**src/rtl/rv32_types_pkg.sv**
```systemverilog
// Shared types for the rv32 pipeline: decoded-instruction and execute-result
// buffers plus the operation enums carried between the decode and execute stages.
package rv32_types_pkg;

    typedef enum logic [3:0] {
        ALU_ADD, ALU_SUB, ALU_AND, ALU_OR, ALU_XOR,
        ALU_SLL, ALU_SRL, ALU_SRA, ALU_SLT, ALU_SLTU, ALU_LUI
    } alu_op_t;

    typedef enum logic [3:0] {
        BR_NONE, BR_BEQ, BR_BNE, BR_BLT, BR_BGE, BR_BLTU, BR_BGEU, BR_JAL, BR_JALR
    } branch_op_t;

    typedef enum logic [2:0] {
        MUL_NONE, MUL_MUL, MUL_MULH, MUL_MULHSU, MUL_MULHU
    } mul_op_t;

    typedef enum logic [3:0] {
        MEM_NONE, MEM_LB, MEM_LH, MEM_LW, MEM_LBU, MEM_LHU, MEM_SB, MEM_SH, MEM_SW
    } mem_op_t;

    typedef struct packed {
        logic        valid;
        logic [31:0] pc;
        logic [31:0] op1;
        logic [31:0] op2;
        logic [31:0] rs2_val;
        logic [31:0] imm;
        logic [4:0]  rd;
        logic        reg_write;
        alu_op_t     alu_op;
        branch_op_t  branch_op;
        mul_op_t     mul_op;
        mem_op_t     mem_op;
    } decoded_buffer_data_t;

    typedef struct packed {
        logic        valid;
        logic [31:0] pc;
        logic [31:0] result;
        logic [31:0] rs2_val;
        logic [4:0]  rd;
        logic        reg_write;
        mem_op_t     mem_op;
    } exec_buffer_data_t;

    // Conditional branches never write a register; jumps write the link address.
    function automatic logic isConditional(input branch_op_t op);
        return (op == BR_BEQ) || (op == BR_BNE) || (op == BR_BLT) ||
               (op == BR_BGE) || (op == BR_BLTU) || (op == BR_BGEU);
    endfunction

endpackage

```
**src/rtl/rv32_int_alu.sv**
```systemverilog
// Single-cycle integer ALU. LUI returns op2 untouched, since the decoder
// already places the shifted upper immediate there.
module rv32_int_alu
    import rv32_types_pkg::*;
(
    input  alu_op_t     op_i,
    input  logic [31:0] a_i,
    input  logic [31:0] b_i,
    output logic [31:0] result_o
);

    // Pure combinational operation select; shifts use only the low five bits of b.
    always_comb begin
        result_o = '0;
        case (op_i)
            ALU_ADD:  result_o = a_i + b_i;
            ALU_SUB:  result_o = a_i - b_i;
            ALU_AND:  result_o = a_i & b_i;
            ALU_OR:   result_o = a_i | b_i;
            ALU_XOR:  result_o = a_i ^ b_i;
            ALU_SLL:  result_o = a_i << b_i[4:0];
            ALU_SRL:  result_o = a_i >> b_i[4:0];
            ALU_SRA:  result_o = $unsigned($signed(a_i) >>> b_i[4:0]);
            ALU_SLT:  result_o = {31'b0, $signed(a_i) < $signed(b_i)};
            ALU_SLTU: result_o = {31'b0, a_i < b_i};
            ALU_LUI:  result_o = b_i;
            default:  result_o = '0;
        endcase
    end

endmodule

```
**src/rtl/rv32_iter_multiplier.sv**
```systemverilog
// Iterative shift-add multiplier for RV32M. Operands are converted to
// magnitudes on start, multiplied one bit per cycle, and the sign is applied
// to the 64-bit product once the DONE state is reached.
module rv32_iter_multiplier
    import rv32_types_pkg::*;
#(
    parameter int MUL_CYCLES = 32
) (
    input  logic        clk,
    input  logic        reset,
    input  logic        start_i,
    input  logic        hold_i,
    input  mul_op_t     op_i,
    input  logic [31:0] a_i,
    input  logic [31:0] b_i,
    input  logic [31:0] pc_i,
    input  logic [4:0]  rd_i,
    input  logic        regWrite_i,
    output logic        busy_o,
    output logic        done_o,
    output logic [31:0] result_o,
    output logic [31:0] pc_o,
    output logic [4:0]  rd_o,
    output logic        regWrite_o
);

    localparam int CW = $clog2(MUL_CYCLES);
    localparam logic [CW-1:0] LAST_COUNT = CW'(MUL_CYCLES - 1);

    localparam logic [1:0] ST_IDLE = 2'd0;
    localparam logic [1:0] ST_BUSY = 2'd1;
    localparam logic [1:0] ST_DONE = 2'd2;

    logic [1:0]    state_q, state_d;
    logic [CW-1:0] count_q, count_d;
    logic [63:0]   acc_q, mcand_q;
    logic [31:0]   mplier_q;
    logic          negate_q;
    mul_op_t       op_q;
    logic [31:0]   pc_q;
    logic [4:0]    rd_q;
    logic          regWrite_q;

    logic        aNeg, bNeg;
    logic [31:0] aMag, bMag;
    logic [63:0] product;

    // Operand signedness depends on the flavour: MULHU is fully unsigned,
    // MULHSU only treats the first operand as signed.
    always_comb begin
        aNeg = a_i[31] && (op_i == MUL_MUL || op_i == MUL_MULH || op_i == MUL_MULHSU);
        bNeg = b_i[31] && (op_i == MUL_MUL || op_i == MUL_MULH);
        aMag = aNeg ? (~a_i + 32'd1) : a_i;
        bMag = bNeg ? (~b_i + 32'd1) : b_i;
    end

    // IDLE -> BUSY on start, BUSY for MUL_CYCLES edges, DONE until the consumer can take it.
    always_comb begin
        state_d = state_q;
        count_d = count_q;
        case (state_q)
            ST_IDLE: begin
                if (start_i) begin
                    state_d = ST_BUSY;
                    count_d = '0;
                end
            end
            ST_BUSY: begin
                count_d = count_q + 1'b1;
                if (count_q == LAST_COUNT) begin
                    state_d = ST_DONE;
                end
            end
            ST_DONE: begin
                if (!hold_i) begin
                    state_d = ST_IDLE;
                end
            end
            default: state_d = ST_IDLE;
        endcase
    end

    // State, counter and the shift-add datapath; a start captures the instruction context.
    always_ff @(posedge clk or posedge reset) begin
        if (reset) begin
            state_q    <= ST_IDLE;
            count_q    <= '0;
            acc_q      <= '0;
            mcand_q    <= '0;
            mplier_q   <= '0;
            negate_q   <= 1'b0;
            op_q       <= MUL_NONE;
            pc_q       <= '0;
            rd_q       <= '0;
            regWrite_q <= 1'b0;
        end else begin
            state_q <= state_d;
            count_q <= count_d;
            if (state_q == ST_IDLE && start_i) begin
                acc_q      <= '0;
                mcand_q    <= {32'b0, aMag};
                mplier_q   <= bMag;
                negate_q   <= aNeg ^ bNeg;
                op_q       <= op_i;
                pc_q       <= pc_i;
                rd_q       <= rd_i;
                regWrite_q <= regWrite_i;
            end else if (state_q == ST_BUSY) begin
                if (mplier_q[0]) begin
                    acc_q <= acc_q + mcand_q;
                end
                mcand_q  <= {mcand_q[62:0], 1'b0};
                mplier_q <= {1'b0, mplier_q[31:1]};
            end
        end
    end

    // Sign-correct the magnitude product and pick the requested half.
    always_comb begin
        product  = negate_q ? (~acc_q + 64'd1) : acc_q;
        result_o = (op_q == MUL_MUL) ? product[31:0] : product[63:32];
    end

    assign busy_o     = (state_q != ST_IDLE);
    assign done_o     = (state_q == ST_DONE);
    assign pc_o       = pc_q;
    assign rd_o       = rd_q;
    assign regWrite_o = regWrite_q;

endmodule

```
**src/rtl/rv32_execute_stage.sv**
```systemverilog
// Execute stage: single-cycle ALU ops, branch/jump resolution and iterative
// RV32M multiplies, feeding a registered result buffer to the memory stage.
module rv32_execute_stage
    import rv32_types_pkg::*;
#(
    parameter int          MUL_CYCLES      = 32,
    parameter logic [31:0] RESET_PC_TARGET = 32'h0
) (
    input  logic                 clk,
    input  logic                 reset,
    input  decoded_buffer_data_t decode_data,
    input  logic                 mem_stall,
    output logic                 exec_stall,
    output exec_buffer_data_t    exec_data,
    output logic                 branch_taken,
    output logic [31:0]          branch_target
);

    exec_buffer_data_t execData_q, execData_d;
    logic              branchTaken_q, branchTaken_d;
    logic [31:0]       branchTarget_q, branchTarget_d;

    logic        mulBusy, mulDone, mulRegWrite;
    logic [31:0] mulResult, mulPc;
    logic [4:0]  mulRd;
    logic [31:0] aluResult;
    logic        accept, isMul, isBranch, mulStart;
    logic        condMet;
    logic [31:0] addrSum, pcPlus4, pcPlusImm, jumpTarget;

    // While a branch is in the output register, the input is wrong-path and is dropped.
    assign accept   = !mulBusy && !mem_stall && decode_data.valid && !branchTaken_q;
    assign isMul    = (decode_data.mul_op != MUL_NONE);
    assign isBranch = (decode_data.branch_op != BR_NONE);
    assign mulStart = accept && isMul;

    assign addrSum    = decode_data.op1 + decode_data.imm;
    assign pcPlus4    = decode_data.pc + 32'd4;
    assign pcPlusImm  = decode_data.pc + decode_data.imm;
    assign jumpTarget = (decode_data.branch_op == BR_JALR) ? {addrSum[31:1], 1'b0} : pcPlusImm;

    assign exec_stall = !reset && (mem_stall || mulBusy);

    rv32_int_alu u_alu (
        .op_i     (decode_data.alu_op),
        .a_i      (decode_data.op1),
        .b_i      (decode_data.op2),
        .result_o (aluResult)
    );

    rv32_iter_multiplier #(
        .MUL_CYCLES (MUL_CYCLES)
    ) u_mul (
        .clk        (clk),
        .reset      (reset),
        .start_i    (mulStart),
        .hold_i     (mem_stall),
        .op_i       (decode_data.mul_op),
        .a_i        (decode_data.op1),
        .b_i        (decode_data.op2),
        .pc_i       (decode_data.pc),
        .rd_i       (decode_data.rd),
        .regWrite_i (decode_data.reg_write),
        .busy_o     (mulBusy),
        .done_o     (mulDone),
        .result_o   (mulResult),
        .pc_o       (mulPc),
        .rd_o       (mulRd),
        .regWrite_o (mulRegWrite)
    );

    // Branch condition: signed and unsigned compares of op1 against op2; jumps always go.
    always_comb begin
        condMet = 1'b0;
        case (decode_data.branch_op)
            BR_BEQ:  condMet = (decode_data.op1 == decode_data.op2);
            BR_BNE:  condMet = (decode_data.op1 != decode_data.op2);
            BR_BLT:  condMet = ($signed(decode_data.op1) <  $signed(decode_data.op2));
            BR_BGE:  condMet = ($signed(decode_data.op1) >= $signed(decode_data.op2));
            BR_BLTU: condMet = (decode_data.op1 <  decode_data.op2);
            BR_BGEU: condMet = (decode_data.op1 >= decode_data.op2);
            BR_JAL:  condMet = 1'b1;
            BR_JALR: condMet = 1'b1;
            default: condMet = 1'b0;
        endcase
    end

    // Next output register: hold on mem_stall, else a finished multiply, an accepted op, or a bubble.
    always_comb begin
        execData_d     = execData_q;
        branchTaken_d  = branchTaken_q;
        branchTarget_d = branchTarget_q;
        if (!mem_stall) begin
            execData_d    = '0;
            branchTaken_d = 1'b0;
            if (mulDone) begin
                execData_d.valid     = 1'b1;
                execData_d.pc        = mulPc;
                execData_d.result    = mulResult;
                execData_d.rd        = mulRd;
                execData_d.reg_write = mulRegWrite;
            end else if (accept && !isMul) begin
                execData_d.valid     = 1'b1;
                execData_d.pc        = decode_data.pc;
                execData_d.rs2_val   = decode_data.rs2_val;
                execData_d.rd        = decode_data.rd;
                execData_d.reg_write = decode_data.reg_write;
                execData_d.mem_op    = decode_data.mem_op;
                if (isBranch) begin
                    execData_d.result = pcPlus4;
                    if (isConditional(decode_data.branch_op)) begin
                        execData_d.reg_write = 1'b0;
                    end
                    branchTaken_d = condMet;
                    if (condMet) begin
                        branchTarget_d = jumpTarget;
                    end
                end else if (decode_data.mem_op != MEM_NONE) begin
                    execData_d.result = addrSum;
                end else begin
                    execData_d.result = aluResult;
                end
            end
        end
    end

    // Output register bank shared by result, redirect flag and redirect address.
    always_ff @(posedge clk or posedge reset) begin
        if (reset) begin
            execData_q     <= '0;
            branchTaken_q  <= 1'b0;
            branchTarget_q <= RESET_PC_TARGET;
        end else begin
            execData_q     <= execData_d;
            branchTaken_q  <= branchTaken_d;
            branchTarget_q <= branchTarget_d;
        end
    end

    assign exec_data     = execData_q;
    assign branch_taken  = branchTaken_q;
    assign branch_target = branchTarget_q;

endmodule

```
**config.mk**
```make
export PLATFORM = sky130hd
export DESIGN_NAME = rv32_execute_stage
export DESIGN_NICKNAME = d
export VERILOG_FILES = /design/src/rtl/rv32_types_pkg.sv /design/src/rtl/rv32_int_alu.sv /design/src/rtl/rv32_iter_multiplier.sv /design/src/rtl/rv32_execute_stage.sv
export SDC_FILE = /design/constraint.sdc
export NUM_CORES = 2
export LEC_CHECK = 0
export ABC_AREA = 0
export BUFFER_PORTS_ARGS = -buffer_cell sky130_fd_sc_hd__buf_4
export CAP_MARGIN = 20
export CORE_MARGIN = 5
export CORE_UTILIZATION = 45
export CTS_BUF_LIST = sky130_fd_sc_hd__clkbuf_8
export DETAILED_ROUTE_END_ITERATION = 8
export PLACE_DENSITY = 0.77
export SLEW_MARGIN = 20
export SYNTH_ARGS = -nofsm -noshare
export SYNTH_HDL_FRONTEND = slang
export SYNTH_HIERARCHICAL = 1
export SYNTH_SLANG_ARGS = --single-unit
```
**constraint.sdc**
```tcl
create_clock -name clk -period 6.8 [get_ports clk]
set_input_delay 0.68 -clock clk [delete_from_list [all_inputs] [get_ports clk]]
set_output_delay 0.68 -clock clk [all_outputs]
set_load 0.01 [all_outputs]
```
==> results.py <==
metrics = {
    "sta": {
        "slew_headroom_pct": 12.5,
        "finalHoldViolCount": 0,
        "slew_viol_final": 0,
        "fin_crit_sh_pct": 66.3,
        "final.setup.worst_slack_ps": 2290,
        "tns_ps": 0,
        "fin_skew_ps": 39.6,
        "tightest_slew_ps": 1300,
        "fmax_ghz": 0.222,
        "rsz0062_at_grt": "no",
        "finalCriticalPeriod_ps": 4510,
        "setup_viol": 0,
    },
    "critical_path": {
        "crit_top_cell": "or4_4",
        "crit_family": "simple AND/OR/NAND/NOR gates",
        "reg2reg_slack_ps": 2290,
        "critPathCaptureType": "flop",
        "timing.rr.end": "exec_data[67]",
        "crit_path_start": "u_mul/acc_q[14]",
        "reg2reg_depth": 12,
        "crit_buf_inv": 0,
        "worst_r2r_startpoint": "u_mul/acc_q[14]",
        "worstPathArrival_ps": 5030,
        "cp.required_ps": 7320,
        "cp.depth": 12,
        "cp-start-kind": "flop",
        "cp_slowest_cell": "or4_4",
        "critical_path_class": "reg -> reg",
        "crit_path_max_incr_delay_ps": 590,
        "crit_fanout": 5,
        "crit_chain": "or4_4 -> or4_4 -> nor4_4 -> nand2_2 -> or4_4 -> or4_4 -> or4_4 -> o21ai_1 -> xor2_1 -> o21ai_1 -> a222oi_1 -> o311ai_0",
    },
    "grt": {
        "grt_max_degree": 117,
        "grt_usage_pct": 34.5,
        "grt_pass1_vias": 35100,
        "grt_pass1_wl_um": 221000,
        "antenna_found_initial": 9,
        "overflow": 0,
    },
    "finish": {
        "nets": 5208,
        "fill_cells": 7536,
        "mostFrequentLayoutCells": "nand2_1, nor2_1, o21ai_0",
        "areaGrowthSynthToFinish_pct": 12.5,
        "final_layout_size_suffix_gt1_share_pct": 12.8,
        "final_common_cell": "nand2_1",
    },
    "cts": {
        "tritoncts": "yes",
        "cts-root-buf": "clkbuf_8",
        "htreeDepth": 3,
        "numCtsBuffers": 66,
        "cts_resized": 0,
        "worstSkewPairLatency_ps": 680,
        "post_cts_buffers": 0,
        "cts.hold.buffers_added": 0,
        "clock_path_buffers": 3,
        "clk_pin_slew_worst_paths_ps": 60,
        "clock_sinks": 349,
    },
    "synthesis": {
        "syn_nets": 5060,
        "syn_area_um2": 35100,
        "synth.distinct_cells": 110,
        "ys_seq_area_share_pct": 24.9,
        "syn_inst": 4606,
        "synth_area_leaders": "dfrtp_1, ha_1, nand2_1",
        "synth-seq-cells": 349,
        "avgSynthCellArea_um2": 7.61,
        "yosysTopAreaCellShare_pct": 24.9,
        "ys_warn_count": 6,
        "synth_largest_area_cell": "dfrtp_1",
        "synthFlopType": "dfrtp_1",
        "synth_edf_count": 0,
        "async_flop_share_pct": 100,
    },
    "placement": {
        "port_buffers": 325,
        "dp_slack_ps": 2110,
        "hpwl_um": 112000,
        "routabilityCongestion": 1.05,
    },
    "routing": {
        "post_drt_wl_per_cell_um": 26.0,
        "vias": 37900,
        "drt_iter0_markers": 4968,
        "wl_um": 152000,
        "drcViolationCount": 0,
        "dr.pass1.iters": 6,
        "vias_per_cell": 6.48,
        "ant_nets": 0,
    },
    "power_and_ir_drop": {
        "power_density_nw_per_um2": 279,
        "irDropWorstVdd_mv": 0.150,
        "leakage_nw": 17.8,
        "power.total_mw": 11.0,
    },
    "die": {
        "die_y_um": 289,
        "core_area_um2": 77300,
        "rows": 102,
        "dieArea_um2": 83600,
        "start_util_pct": 45.3,
        "pin_count": 326,
        "die_w_um": 289,
    },
    "min_path": {
        "hold_path.class": "in -> async",
    },
    "run": {
        "max-cap-violations": 0,
    },
    "status": {
        "outcome": "finished, final reports clean",
    },
}
## through the flow
step / area [µm²] / std cells / hold WS [ps] / utilization, %
finish: 39400 / 5852 / 94.8 / 51.0
global route: 39400 / 5846 / 131 / 51.0
CTS: 39400 / 5845 / 80.7 / 51.0
detailed placement: 38000 / 5726 / 462 / 49.2
global placement: 38000 / 5726 / 459 / 49.2
floorplan: 35100 / 4606 / 446 / -
## synth_stat cells, drive strengths merged (12+ instances only)
cell type	count
nand4	50
o31ai	36
inv	183
mux4	29
a22oi	31
nor3	70
xnor2	133
o21a	22
o22ai	29
buf	62
dfrtp	349
nor2b	34
a22o	49
a2111oi	21
xor2	128
a221oi	30
a31oi	101
a211oi	49
and2	21
o21ai	431
clkbuf	225
or4	26
o41ai	19
mux2	50
nor2	397
a211o	12
nand2	785
nand3	66
a21o	78
a221o	14
a21oi	327
o211ai	53
or2	14
o21bai	36
and3	33
or3	28
ha	264
o2111ai	12
o311ai	12
nor4	28
mux2i	70
nand3b	12
nand2b	30
## cell families after synthesis
| kind of cell | synth area share [%] |
|---|---|
| AOI/OAI and AO/OA | 27.3 |
| xor gates and xnor gates | 6.52 |
| adders and majority gates | 9.70 |
| buffers and inverters | 5.43 |
| DFF | 24.9 |
| muxes | 5.47 |
| and+or+nand+nor | 20.7 |
## sequential cells by signal (all words and copies together), names as in the netlist
register,count
branch_taken,1
branch_target,32
exec_data,107
u_mul/acc_q,64
u_mul/count_q,5
u_mul/mcand_q,64
u_mul/mplier_q,32
u_mul/negate_q,1
u_mul/op_q,3
u_mul/pc_o,32
u_mul/rd_o,5
u_mul/regWrite_o,1
u_mul/state_q,2
## layout make-up
| cell class | count | area [µm²] | area share [%] |
|---|---|---|---|
| Multi-Input combinational cell | 3786 | 24500 | 62.2 |
| Sequential cell | 349 | 8730 | 22.1 |
| Timing Repair Buffer | 367 | 2760 | 6.99 |
| Tap cell | 1040 | 1300 | 3.30 |
| Clock buffer | 80 | 1100 | 2.79 |
| Inverter | 184 | 703 | 1.78 |
| Clock inverter | 39 | 293 | 0.742 |
| Antenna cell | 7 | 17.5 | 0.0444 |
## how the worst max path moves through the flow
stage                                   end  slack (ps)
final                         exec_data[67]        2290
after global routing          exec_data[67]        2090
after CTS                     exec_data[67]        2300
after detailed placement  branch_target[18]        2110
after global placement    branch_target[12]        2180
after floorplan              u_mul/acc_q[0]         410
## power by group
part	total, mW	internal, mW	switching (mW)
combinational	5.47	2.01	3.46
clock	2.22	1.17	1.04
sequential	3.31	2.63	0.685
## metal layers
layer | part of all wire [%] | global-route usage (%) | vias to the layer above
li1 | - | - | 17000
met1 | 40 | 45.9 | 18000
met2 | 42 | 51.0 | 2398
met3 | 12 | 10.1 | 477
met4 | 6.4 | 17.6 | 6
met5 | 0.030 | 0 | -
(Power assumes the default switching activity.)
